`src/rtl/display_pkg.sv`:
```
// Shared constants for the hex seven-segment display path.
// Glyphs are active-high {a,b,c,d,e,f,g}, a = bit 6.
package display_pkg;

    localparam int unsigned SEG_W = 7;

    // All segments dark, active-high sense
    localparam logic [SEG_W-1:0] SEG_OFF = 7'b0000000;

    // Hex digit glyphs 0..F
    localparam logic [SEG_W-1:0] HEX_GLYPH [16] = '{
        7'h7E, 7'h30, 7'h6D, 7'h79,
        7'h33, 7'h5B, 7'h5F, 7'h70,
        7'h7F, 7'h73, 7'h77, 7'h1F,
        7'h4E, 7'h3D, 7'h4F, 7'h47
    };

    // Nibble to active-high glyph
    function automatic logic [SEG_W-1:0] hex_glyph(input logic [3:0] nibble);
        return HEX_GLYPH[nibble];
    endfunction

endpackage

```
`src/rtl/hex7seg.sv`:
```
// Combinational hex nibble to active-high seven-segment glyph.
module hex7seg
    import display_pkg::*;
(
    input  logic [3:0]       nibble,
    output logic [SEG_W-1:0] glyph_c
);

    // Table lookup from the shared glyph set
    assign glyph_c = hex_glyph(nibble);

endmodule

```
`src/rtl/display_mux_hex.sv`:
```
// Multiplexed multi-digit hex seven-segment driver with tear-free load
// handshake and a one-cycle anti-ghosting guard per digit slot.
// Optional build macro: HEX_DISPLAY_LZ_BLANK_EN enables leading-zero blanking.
module display_mux_hex
    import display_pkg::*;
#(
    parameter int unsigned NUM_DIGITS = 4,
    parameter int unsigned SCAN_DIV   = 50000,
    parameter int unsigned ACTIVE_LOW = 1
)
(
    input  logic                    clk,
    input  logic                    rst,
    input  logic                    load,
    input  logic [4*NUM_DIGITS-1:0] valor,
    input  logic [NUM_DIGITS-1:0]   blank_mask,
    output logic [SEG_W-1:0]        seg,
    output logic [NUM_DIGITS-1:0]   an,
    output logic                    busy,
    output logic                    frame_tick
);

    localparam int unsigned DW  = 4 * NUM_DIGITS;
    localparam int unsigned PW  = $clog2(SCAN_DIV);
    localparam int unsigned IW  = (NUM_DIGITS > 1) ? $clog2(NUM_DIGITS) : 1;
    localparam logic        POL = (ACTIVE_LOW != 0);

    localparam logic [SEG_W-1:0]      SEG_RST = POL ? ~SEG_OFF : SEG_OFF;
    localparam logic [NUM_DIGITS-1:0] AN_RST  = POL ? '1 : '0;

    logic [PW-1:0] pre;
    logic [IW-1:0] idx;
    logic [DW-1:0] shd;
    logic [DW-1:0] disp;
    logic          pend;

    logic                  pre_last_c;
    logic                  idx_last_c;
    logic                  wrap_c;
    logic [3:0]            nib_c;
    logic                  off_c;
    logic [SEG_W-1:0]      glyph_c;
    logic [SEG_W-1:0]      seg_hi_c;
    logic [NUM_DIGITS-1:0] an_hi_c;

    // Slot and frame boundary detection
    assign pre_last_c = (pre == PW'(SCAN_DIV - 1));
    assign idx_last_c = (idx == IW'(NUM_DIGITS - 1));
    assign wrap_c     = pre_last_c && idx_last_c;

`ifdef HEX_DISPLAY_LZ_BLANK_EN
    logic [NUM_DIGITS-1:0] lz_c;
    logic                  zero_run;

    // Digit k>0 is blanked when it and all higher digits are zero
    always_comb begin
        lz_c     = '0;
        zero_run = 1'b1;
        for (int k = int'(NUM_DIGITS) - 1; k >= 1; k--) begin
            zero_run = zero_run && (disp[4*k +: 4] == 4'h0);
            lz_c[k]  = zero_run;
        end
    end
`endif

    // Select the nibble and blanking for the digit currently scanned
    always_comb begin
        nib_c = 4'h0;
        off_c = 1'b0;
        for (int k = 0; k < int'(NUM_DIGITS); k++) begin
            if (idx == IW'(k)) begin
                nib_c = disp[4*k +: 4];
`ifdef HEX_DISPLAY_LZ_BLANK_EN
                off_c = blank_mask[k] | lz_c[k];
`else
                off_c = blank_mask[k];
`endif
            end
        end
    end

    hex7seg u_hex7seg (
        .nibble  (nib_c),
        .glyph_c (glyph_c)
    );

    // Active-high output values before polarity; pre==0 is the guard cycle
    assign seg_hi_c = off_c ? SEG_OFF : glyph_c;
    assign an_hi_c  = (pre != '0) ? (NUM_DIGITS'(1) << idx) : '0;

    // Scan counters, load handshake and registered outputs
    always_ff @(posedge clk) begin
        if (rst) begin
            pre        <= '0;
            idx        <= '0;
            shd        <= '0;
            disp       <= '0;
            pend       <= 1'b0;
            seg        <= SEG_RST;
            an         <= AN_RST;
            frame_tick <= 1'b0;
        end else begin
            if (pre_last_c) begin
                pre <= '0;
                idx <= idx_last_c ? '0 : idx + IW'(1);
            end else begin
                pre <= pre + PW'(1);
            end

            // Wrap moves the old shadow; a coincident load re-arms pend
            if (wrap_c && pend) begin
                disp <= shd;
                pend <= 1'b0;
            end
            if (load) begin
                shd  <= valor;
                pend <= 1'b1;
            end

            seg        <= POL ? ~seg_hi_c : seg_hi_c;
            an         <= POL ? ~an_hi_c : an_hi_c;
            frame_tick <= wrap_c;
        end
    end

    assign busy = pend;

endmodule

```
`config.mk`:
```
export PLATFORM = sky130hd
export DESIGN_NAME = display_mux_hex
export DESIGN_NICKNAME = d
export VERILOG_FILES = /design/src/rtl/display_pkg.sv /design/src/rtl/hex7seg.sv /design/src/rtl/display_mux_hex.sv
export SDC_FILE = /design/constraint.sdc
export NUM_CORES = 1
export LEC_CHECK = 0
export CORE_UTILIZATION = 40
export CTS_CLUSTER_DIAMETER = 60
export DETAILED_ROUTE_END_ITERATION = 8
export GPL_TIMING_DRIVEN = 0
export HOLD_SLACK_MARGIN = 0.03
export SETUP_SLACK_MARGIN = 0.1
export SYNTH_ARGS = -nofsm -noshare
export SYNTH_HDL_FRONTEND = slang
export SYNTH_SLANG_ARGS = --single-unit
```
`constraint.sdc`:
```
create_clock -name clk -period 2.3 [get_ports clk]
set_clock_uncertainty 0.15 [all_clocks]
set_input_delay 0.46 -clock clk [delete_from_list [all_inputs] [get_ports clk]]
set_output_delay 0.46 -clock clk [all_outputs]
set_load 0.02 [all_outputs]
```
Word-level counts from Yosys, hierarchy flattened --
Memory sizes are Yosys's and may differ from the RTL's. Cells that the tools add are included.
Word-level totals: register bits after elaboration 63, ROM bits 112, input port bits 23, output and inout bits 13, memories kept 1
Memory list:
- (no name shown) | words 16, bits a word 7, read ports 1, clocked after memory_dff 0, wr ports 0, line display_pkg.sv:20 | return HEX_GLYPH[nibble];
Cells by class: $add $sub $neg 2, magnitude comparators 1, equality and inequality tests 4, shift operators 1, muxes and demuxes 15, bitwise gates (word level) 3, reduce and logical (&&, ||, !) cells 6
Operators with widths (count):
- 7-bit 2-to-1 mux | 3
- 4-bit 2-to-1 mux | 5
- 16-bit by 1-bit adder with 16-bit output, second input constant | 1
- 16-bit equality test, second input constant | 1
- 16-bit nonzero test | 1
- 7-bit NOT | 1
- 1-bit 2-to-1 mux | 6
- 5-bit >= comparator, second input constant | 1
- 4-bit NOT with 5-bit output | 1
- 2-bit equality test, second input constant | 2
- 4-bit NOT | 1
- 1-bit by 2-bit left shift with 4-bit output, first input constant | 1
- 2-bit by 1-bit adder with 2-bit output, second input constant | 1
- 2-bit by 1-bit equality test with 1-bit output, second input constant | 1
- 1-bit logical AND | 2
- 2-bit zero test | 1
- 2-bit 2-to-1 mux | 1
- 2-bit nonzero test | 1
- 2-bit OR reduction | 1

Depth between registers and ports, before layout --
depth in word-level cells 11, depth in mapped cells 13, depth with buffers taken out 12

By module --
Synthesis repeated with hierarchy kept, for this count alone.
Second synthesis, totals: cells, all modules 329, area, all modules 2985.4 um^2
Modules (own cells, without submodules):
- display_mux_hex | instances 1, cells an instance 290, area an instance 2707.6 um^2, sequential area each 1261.2 um^2
- hex7seg | instances 1, cells an instance 39, area an instance 277.8 um^2, sequential area each 0.0 um^2

Worst setup path after synthesis --
No wires, ideal clock.
kind register to register, start register idx[0], end register seg[3], library setup time 0.146 ns, arrival time 2.087 ns, path slack -0.082 ns, stages on the path, launching flop included 12, buffers on the path 1, clock period less this slack 2.382 ns, cells stage by stage dfxtp_1 > ha_1 > clkbuf_1 > a21oi_1 > o21ai_0 > o21ai_0 > o21ai_0 > inv_1 > ha_1 > a211o_1 > o211ai_1 > nand2_1
Between the ends: word-level cells in the longest chain between the ends 11, elaborated cells on any way between the ends 18, those cells by class eq/ne: 3; mux: 11; bitwise: 2; reduce/logical: 1; memory: 1
Ends and longest elaborated chain:
- start: declaration | line display_mux_hex.sv:32 | logic [IW-1:0] idx;
- start signal: assignment | line display_mux_hex.sv:105 | idx <= idx_last_c ? '0 : idx + IW'(1);
- 2-bit zero test | line display_mux_hex.sv:71 | if (idx == IW'(k)) begin
- 4-bit 2-to-1 mux (4 in a row) | line display_mux_hex.sv:71
- 4-bit NOT with 5-bit output (implied by the code) | line display_pkg.sv:20
- memory read 16 x 7 bit
- 7-bit 2-to-1 mux (implied by the code) (2 in a row) | line display_pkg.sv:20
- 7-bit 2-to-1 mux (*) | line display_mux_hex.sv:88 | assign seg_hi_c = off_c ? SEG_OFF : glyph_c;
- 7-bit NOT (*) | line display_mux_hex.sv:120 | seg <= POL ? ~seg_hi_c : seg_hi_c;
- end signal: assignment | line display_mux_hex.sv:120
- end: declaration | line display_mux_hex.sv:17 | output logic [SEG_W-1:0] seg,
Mark *: on every way between the ends. The rest lies on a longest branch, timed or not. The select of a mux whose other input is x is not followed. A chain may end at the register's enable or synchronous reset.

Final worst setup path --
start register idx[1], end register seg[1]
Same word-level chain as after synthesis.

==> flow_metrics.tcl <==
set metrics [dict create \
    placed_cell_area_sq_mm 0.003224 \
    design.die.area_sq_mm 0.007208 \
    route.detailed.drc 0 \
    avgViaCountPerCell 5.044 \
    vias 2315 \
    synth-seq-cells 63 \
    numCtsBuffers 9 \
    min_period_over_period_pct 93.56 \
    r2r_setup_slack_ns 0.15 \
    worstReg2RegStart "idx[1]$_SDFFE_PP0N_" \
    power.ir.vdd_worst_uv 340.5 \
    finalSetupViolCount 0 \
    synth-edff-count 0 \
    post_drt_wl_per_cell_um 13.26 \
    cts.path.max_buffers 2 \
    die_width_um 84.90 \
    synthTopCellsByArea "dfxtp_1, mux2i_1, nand2_1, ha_1, nor2_1" \
    synth_cell_area_sq_mm 0.002749 \
    timing_worst_setup_path_type "reg -> reg" \
    floorplan.initialDensity_pct 42.32 \
    ioPinCount 36 \
    p_leak_nw 1.450 \
    period_minus_slack_ns 2.152 \
    avgSynthCellArea_sq_um 8.727 \
    hold_slack_ns 0.3015 \
    synth-seq-area-share_pct 45.88 \
    totalPowerFinal_mw 2.208 \
    finalNetCount 412 \
    groute.usage.overall_pct 17.71 \
    netlist_instances 315 \
    slew_headroom_pct 55.17 \
    dp.cells 426 \
    max_slew.worst_pin.slew_ns 0.6724 \
    ys.flop_type "dfxtp_1" \
    grt_pass1_wl_mm 9.901 \
    cts.clk_slew.worst_paths_ns 0.07 \
    drt_pre_antenna_iters 6 \
    synth.most_common_cell "dfxtp_1" \
    drt_first_iter_violations 79 \
    drv.max_cap_violation_count 0 \
    fmax_ghz 0.4647 \
    crit_start "idx[1]$_SDFFE_PP0N_" \
    drt-total-wl_mm 6.087 \
    routabilityCongestion 0.8484 \
    fillCellCount 570 \
    maximum_number_of_pins_on_one_net_before_global_route_repair 11 \
    clk_root_buffer_cell "clkbuf_8" \
    cp.arrival_ns 2.20 \
    clk_latency_ns 0.34 \
    cp-end-kind "flip-flop" \
    critPathLaunchType "flip-flop" \
    synth-warning-count 0 \
    layout-drive-gt1-share_pct 22.25 \
    status "complete, no violations" \
    clock_sinks 63 \
    total_nets_after_synthesis 350 \
    rr_endpoint "seg[1]$_SDFF_PP1_" \
    hold_violations 0 \
    postCtsHoldBufs 0 \
    power_density_mw_per_mm2 584.6 \
    seqCellArea_sq_mm 0.001276 \
    clock_tree.htree_level_count 3 \
    placeableCoreArea_sq_mm 0.006495 \
    ff2ff_path_depth 10 \
    cts_tree "yes" \
    std_cell_rows 29 \
    synthArstFlopShare_pct 0 \
    synth.cells.most_frequent "dfxtp_1, nand2_1, nor2_1" \
    chipHeight_um 84.90 \
    endpoint "seg[1]$_SDFF_PP1_" \
    unrepaired_setup_endpoints_after_global_routing "yes" \
    netlist_cell_types 41 \
    hold_path_class "reg -> reg" \
    area_growth_pct 37.41 \
    place_worst_setup_slack_ns -0.1173 \
    final_instance_area_sq_mm 0.003777 \
    hpwl_mm 4.037 \
    worstPathMaxFanout 8 \
    synthDominantCellAreaShare_pct 45.88 \
    cp.required_ns 2.35 \
    first_global_vias 2113 \
    globalRoute.totalOverflow 0 \
    multi_input_area_sq_mm 0.001503 \
    postLayoutSetupSlackWorst_ns 0.1481 \
    fin_cells 459 \
    synth.largest_area_cell "dfxtp_1" \
    slew_violations 0 \
    antennaDiodeCount 0 \
    total_of_buffers_placed_on_input_and_output_ports 34 \
    antenna_violating_nets_post_route 0 \
    number_of_antenna_violations_at_the_first_check_in_global_routing 0 \
]
-- what timing repair did --
action                                  4_1_cts  5_1_grt
buffers inserted                              7       10
gates cloned                                  0        1
pin swaps                                     2       12
endpoints found under the setup margin       27       16
gates resized for setup                      19       41
-- metal layers --
| metal | routed length [um] | global-route usage (%) |
|---|---|---|
| met3 | 216 | 5.447 |
| met2 | 2838 | 27.79 |
| met5 | 0 | 0 |
| met1 | 2967 | 23.09 |
| met4 | 65 | 6.317 |
-- through the flow --
step | TNS [ns] | util (%)
floorplan | 0 | -
detailed placement | -0.6767 | 49.64
global placement | -1.350 | 49.64
CTS | 0 | 54.52
finish | 0 | 58.16
global route | 0 | 58.16
-- critical path, stage by stage (launching register included) --
cell      delay [ns]
dfxtp_4         0.39
inv_4           0.05
ha_4            0.16
buf_8           0.13
a21oi_2         0.12
o21ai_1         0.09
a22o_4          0.26
ha_2            0.21
nor2b_1         0.15
a21oi_1         0.15
o221ai_1        0.15
-- state kept, by name, summed over array words and instances, names as in the netlist --
| signal | count |
|---|---|
| idx | 2 |
| busy | 1 |
| frame_tick | 1 |
| shd | 16 |
| pre | 16 |
| disp | 16 |
| seg | 7 |
| an | 4 |
-- cells in the final DEF, fill, tap and decap left out, types with 3 or more instances in the layout --
cell             instances
dfxtp_1                 59
nand2_1                 50
nor2_1                  38
clkdlybuf4s50_1         34
mux2i_1                 20
buf_4                   18
a21oi_1                 17
clkbuf_8                14
inv_1                   10
a21oi_2                  9
xor2_1                   9
nand3_1                  7
clkbuf_1                 7
buf_8                    5
ha_1                     5
ha_4                     5
o21ai_0                  4
dfxtp_4                  4
or3_1                    3
a221oi_2                 3
o221ai_1                 3
and3_1                   3
xnor2_1                  3
-- report_power, final --
part	leakage, nW	switching, mW	total [mW]	internal [mW]
registers	0.517	0.0175	1.13	1.12
clock network	0.0987	0.421	0.929	0.508
logic	0.835	0.0665	0.145	0.0789
total	1.45	0.505	2.21	1.70
-- how the worst min path moves through the flow --
stage,cells past startpoint,endpoint,slack (ns),start
3_5_place_dp,1,pre[0]$_SDFF_PP0_,0.30,pre[0]$_SDFF_PP0_
5_1_grt,2,disp[3]$_SDFFE_PP0P_,0.33,shd[3]$_SDFFE_PP0P_
3_3_place_gp,1,pre[0]$_SDFF_PP0_,0.29,pre[0]$_SDFF_PP0_
6_report,2,disp[6]$_SDFFE_PP0P_,0.30,shd[6]$_SDFFE_PP0P_
4_1_cts,2,disp[6]$_SDFFE_PP0P_,0.30,shd[6]$_SDFFE_PP0P_
2_1_floorplan,1,pre[0]$_SDFF_PP0_,0.28,pre[0]$_SDFF_PP0_
-- cell type report --
class,count,area share (%)
well taps,77,2.551
repair buffers,52,13.15
clock buffers,14,4.836
clock inverters,2,0.3312
inverters,14,1.524
flip-flops and latches,63,33.79
multi-input cells,219,39.78
plain buffers,18,4.041
-- logic make-up (layout without fill, tap and decap cells) --
kind of cell    Yosys count  count (layout)  synth area share, %
compound gates           50              50                11.29
xor+xnor                 12              12                3.824
fa+ha+maj                12              12                5.462
buf+inv                  33             100                5.553
flops                    63              63                45.88
mux                      20              20                7.283
simple gates            125             125                20.71
Note: power is estimated with default switching activity, not from simulation.
